==> config.mk <==
export PLATFORM = sky130hd
export DESIGN_NAME = cache_fill_ctrl
export DESIGN_NICKNAME = d
export VERILOG_FILES = /design/src/rtl/cache_fill_ctrl.sv
export SDC_FILE = /design/constraint.sdc
export NUM_CORES = 1
export LEC_CHECK = 0
export ABC_CLOCK_PERIOD_IN_PS = 1900
export CORE_MARGIN = 2
export CORE_UTILIZATION = 45
export CTS_CLUSTER_DIAMETER = 200
export CTS_CLUSTER_SIZE = 12
export DETAILED_ROUTE_END_ITERATION = 7
export HOLD_SLACK_MARGIN = 0.1
export PLACE_DENSITY = 0.79
export SLEW_MARGIN = 30
export SYNTH_ARGS = -nofsm -noshare
export SYNTH_HDL_FRONTEND = slang
export SYNTH_SLANG_ARGS = --single-unit
==> constraint.sdc <==
create_clock -name clk -period 1.9 [get_ports clk]
set_clock_uncertainty 0.15 [all_clocks]
set_input_delay 0.38 -clock clk [delete_from_list [all_inputs] [get_ports clk]]
set_output_delay 0.38 -clock clk [all_outputs]
set_load 0.02 [all_outputs]
==> src/rtl/cache_fill_ctrl.sv <==
// Fill/initialisation controller for a 128-line direct-mapped cache: sweeps all
// valid bits clear after reset, then refills 8-word blocks from memory on a miss.
module cache_fill_ctrl (
  input  logic        clk,
  input  logic        rst_n,
  input  logic        req_valid,
  input  logic [15:0] req_addr,
  input  logic        req_hit,
  output logic        ready,
  output logic        miss_busy,
  output logic [6:0]  line_idx,
  output logic        tag_we,
  output logic        valid_wr,
  output logic        data_we,
  output logic [2:0]  word_sel,
  output logic        mem_req,
  output logic [15:0] mem_addr,
  input  logic        mem_data_valid,
  output logic        fill_done
);

  typedef enum logic [1:0] {INIT, IDLE, FILL, DONE} state_t;

  state_t      state_q, state_d;
  logic [6:0]  sweep_cnt_q, sweep_cnt_d;
  logic [2:0]  iss_cnt_q, iss_cnt_d;
  logic [2:0]  rx_cnt_q, rx_cnt_d;
  logic        iss_done_q, iss_done_d;
  logic [11:0] blk_reg_q, blk_reg_d;

  always_ff @(posedge clk) begin
    if (!rst_n) begin
      state_q     <= INIT;
      sweep_cnt_q <= 7'd0;
      iss_cnt_q   <= 3'd0;
      rx_cnt_q    <= 3'd0;
      iss_done_q  <= 1'b0;
      blk_reg_q   <= 12'd0;
    end else begin
      state_q     <= state_d;
      sweep_cnt_q <= sweep_cnt_d;
      iss_cnt_q   <= iss_cnt_d;
      rx_cnt_q    <= rx_cnt_d;
      iss_done_q  <= iss_done_d;
      blk_reg_q   <= blk_reg_d;
    end
  end

  always_comb begin
    state_d     = state_q;
    sweep_cnt_d = sweep_cnt_q;
    iss_cnt_d   = iss_cnt_q;
    rx_cnt_d    = rx_cnt_q;
    iss_done_d  = iss_done_q;
    blk_reg_d   = blk_reg_q;
    ready       = 1'b0;
    miss_busy   = 1'b0;
    line_idx    = 7'd0;
    tag_we      = 1'b0;
    valid_wr    = 1'b0;
    data_we     = 1'b0;
    word_sel    = 3'd0;
    mem_req     = 1'b0;
    mem_addr    = 16'd0;
    fill_done   = 1'b0;

    case (state_q)
      INIT: begin
        miss_busy   = 1'b1;
        line_idx    = sweep_cnt_q;
        tag_we      = 1'b1;
        sweep_cnt_d = sweep_cnt_q + 7'd1;
        if (sweep_cnt_q == 7'd127) state_d = IDLE;
      end

      IDLE: begin
        ready    = 1'b1;
        line_idx = req_addr[10:4];
        if (req_valid && !req_hit) begin
          miss_busy  = 1'b1;
          blk_reg_d  = req_addr[15:4];
          iss_cnt_d  = 3'd0;
          rx_cnt_d   = 3'd0;
          iss_done_d = 1'b0;
          state_d    = FILL;
        end
      end

      // Issue and return run independently; the 3-bit issue counter wraps,
      // so iss_done is what stops a second round of requests.
      FILL: begin
        miss_busy = 1'b1;
        line_idx  = blk_reg_q[6:0];
        if (!iss_done_q) begin
          mem_req   = 1'b1;
          mem_addr  = {blk_reg_q, iss_cnt_q, 1'b0};
          iss_cnt_d = iss_cnt_q + 3'd1;
          if (iss_cnt_q == 3'd7) iss_done_d = 1'b1;
        end
        if (mem_data_valid) begin
          data_we  = 1'b1;
          word_sel = rx_cnt_q;
          rx_cnt_d = rx_cnt_q + 3'd1;
          if (rx_cnt_q == 3'd7) state_d = DONE;
        end
      end

      DONE: begin
        miss_busy = 1'b1;
        line_idx  = blk_reg_q[6:0];
        tag_we    = 1'b1;
        valid_wr  = 1'b1;
        fill_done = 1'b1;
        state_d   = IDLE;
      end

      default: state_d = INIT;
    endcase
  end

endmodule

==> impl_metrics.yaml <==
pwr:
  sw_frac_of_total: 0.216
  p_per_area_nw_per_um2: 420
  p_seq_frac: 0.540
  p_switching_mw: 0.238
  p_int_mw: 0.865
  p_leak_nw: 1.15
  ir_drop_v: 0.000226
  p_clk_frac: 0.363
  comb_power_share: 0.097
detailed_routing:
  drt_iter0_markers: 62
  antenna_left: 0
  drc: 0
  drt-pass1-iter-count: 4
  totalWireLength_mm: 4.39
  wl_per_cell_um: 15.1
  vias_per_cell: 5.23
  num_vias: 1521
final_layout:
  final_cells: 291
  syn_to_final_growth_pct: 62.4
  finalInstanceArea_um2: 2630
  final_nets: 277
  num_antenna_cells: 0
  layout-drive-gt1-share: 0.465
worst_setup_path:
  slowest_stage: "dfxtp_4"
  crit_cells: 5
  crit_type: "flop to output pin"
  crit_buf_inv: 1
  critical_path.cell_chain: "ha_2 -> or2_4 -> a22oi_2 -> o21ai_2 -> buf_4"
  cp.required_ps: 1370
  setup.worst_path.start: "state_q[0]"
  cp-end-kind: "output pin"
  r2r_cells: 9
  reg2reg_to: "blk_reg_q[7]"
  rr_startpoint: "state_q[0]"
  arrival_ps: 1630
  max_stage_delay_ps: 390
  crit_family: "flip-flops"
  crit_fanout: 7
  endpoint: "line_idx[0]"
  cp-start-kind: "flop"
  r2r_slack_ps: -40
grt:
  gr-total-overflow: 0
  grt_usage: 0.217
  grt_pass1_wl_mm: 7.08
  grt_pass1_vias: 1505
  grt_start_max_net_pins: 30
  antenna_found_initial: 0
floorplan:
  dieArea_um2: 4090
  rows: 21
  die_x_um: 64.0
  start_util: 0.478
  die_y_um: 64.0
  ios: 54
  core_area_um2: 3390
sta:
  period_minus_slack_ps: 2160
  max_freq_ghz: 0.463
  maxSlewViolCount: 0
  rsz0062_at_grt: "true"
  hold_viol: 0
  worst_slack_ps: -261
  timing.setup.tns_ps: -3840
  post-route-period-util: 1.14
  finalSetupViolCount: 29
logic_synthesis:
  synth_seq_cells: 28
  synthCells: 179
  yosysTopAreaCellShare: 0.346
  syn-cell-area_um2: 1620
  ys_types: 37
  synth_nets: 210
  ys.warnings.count: 0
  yosysTopAreaCell: "dfxtp_1"
  yosysSeqAreaShare: 0.346
  avgSynthCellArea_um2: 9.04
  synth.area.top_cells: "dfxtp_1 35%, mux2i_1 11%, and2_1 8.1%"
outcome:
  status: "finished, violations left"
  violations: "negative setup slack"
clock_tree:
  cts-root-buf: "clkbuf_4"
  htreeDepth: 1
  cts_max_path_buffers: 2
  clock-sinks: 28
  clk_pin_slew_ps: 150
  cts_buffers: 3
  cts_tree: "yes"
  insertion_delay_ps: 330
placement:
  dp_cells: 276
  routabilityCongestion: 0.738
  port_buffers: 48
  placed_area_um2: 2260
  hpwlAfterDp_mm: 2.84
  place_ws_ps: -488
worst_hold_path:
  min-delay-path-class: "flop to flop"
job:
  cap_viol_max_count: 0
[power groups by stage]
stage / Combinational, mW / Sequential (mW) / Clock, mW
after floorplan: 0.0430 / 0.611 / 0
after global placement: 0.101 / 0.611 / 0
after detailed placement: 0.103 / 0.611 / 0
after CTS: 0.105 / 0.597 / 0.405
after global routing: 0.114 / 0.597 / 0.429
final: 0.107 / 0.596 / 0.400
[registers in the layout (all words and copies together), names as in the netlist]
register     flops
blk_reg_q       12
iss_cnt_q        3
iss_done_q       1
rx_cnt_q         3
state_q          2
sweep_cnt_q      7
[worst min path at each step]
stage | end | cells past startpoint | slack, ps | startpoint
CTS | rx_cnt_q[0] | 2 | 370 | rx_cnt_q[0]
finish | rx_cnt_q[0] | 2 | 380 | rx_cnt_q[0]
floorplan | rx_cnt_q[0] | 2 | 310 | rx_cnt_q[0]
global route | state_q[1] | 2 | 410 | state_q[1]
global placement | state_q[1] | 2 | 330 | state_q[1]
detailed placement | rx_cnt_q[0] | 2 | 350 | rx_cnt_q[0]
[per-layer routing]
| layer | wire, um | vias up | global-route usage |
|---|---|---|---|
| li1 | - | 743 | - |
| met1 | 1920 | 733 | 0.261 |
| met2 | 2250 | 41 | 0.401 |
| met3 | 195 | 4 | 0.0299 |
| met4 | 26 | 0 | 0.0516 |
| met5 | 0 | - | 0 |
[area by class of cell]
class | count | area, um^2
clock inverter | 1 | 30.0
tap | 46 | 57.6
sequential | 28 | 568
inverter | 5 | 21.3
clock buffer | 3 | 22.5
fill | 215 | 761
multi-input combinational | 134 | 1180
timing repair buffer | 74 | 747
[synth_stat cells]
cell type,n
a21boi_0,1
a21boi_1,2
a21oi_1,1
a21oi_2,1
a221o_1,1
a22o_1,1
a22oi_1,7
a2bb2oi_2,1
a32oi_1,2
and2_1,21
and2_2,1
and2b_2,1
and3_1,3
buf_2,1
buf_4,4
clkbuf_1,7
conb_1,1
dfxtp_1,28
ha_1,10
inv_1,5
mux2i_1,17
nand2_1,15
nand2b_1,1
nand3b_1,2
nand4_1,1
nand4_2,2
nor2_1,1
nor2b_1,21
nor3b_1,1
o21a_1,1
o21ai_0,9
o21ai_1,1
o311a_1,1
or2_2,1
or3_1,2
xnor2_1,3
xor2_1,1
[logic make-up (layout without fill, tap and decap cells)]
kind of cell | count (synthesis) | after routing | synth area share
muxes | 17 | 17 | 0.105
xor gates and xnor gates | 4 | 4 | 0.0216
DFF | 28 | 28 | 0.346
buffers and inverters | 17 | 83 | 0.0495
AOI/OAI and AO/OA | 29 | 29 | 0.128
other | 1 | 1 | 0.00232
and+or+nand+nor | 73 | 73 | 0.270
adders and majority gates | 10 | 10 | 0.0773
[stage by stage]
stage               total power [mW]  hold slack (ps)   util
finish                          1.10              381  0.776
global route                    1.14              409  0.776
CTS                             1.11              366  0.731
detailed placement             0.714              346  0.667
global placement               0.711              329  0.667
floorplan                      0.654              312      -
[what timing repair did]
item	CTS	global route
gates cloned	1	0
buffers inserted	5	6
endpoints found under the setup margin	38	34
pin swaps	17	10
hold buffers	0	0
resized for setup	211	28
[worst min-delay path: stages, from the launching register on]
cell,delay (ps)
dfxtp_1,370
nand2_1,70
a21boi_0,70
[placed cells by master (no fill, tap or decap), types with 2 or more instances in the layout]
cell type,Yosys,layout
a22oi_2,0,7
a32oi_1,2,2
and2_1,21,6
and2_4,0,16
and3_4,0,3
buf_12,0,2
buf_2,1,2
buf_4,4,20
buf_6,0,31
clkbuf_4,0,3
clkdlybuf4s15_2,0,2
clkdlybuf4s50_1,0,16
dfxtp_1,28,26
dfxtp_4,0,2
ha_1,10,5
ha_4,0,4
inv_1,5,2
inv_2,0,2
mux2i_1,17,17
nand2_1,15,14
nand3b_1,2,2
nand4_2,2,2
nor2b_1,21,20
o21ai_0,9,2
o21ai_2,0,7
or3_1,2,2
xnor2_1,3,3
(Power assumes the default switching activity.)
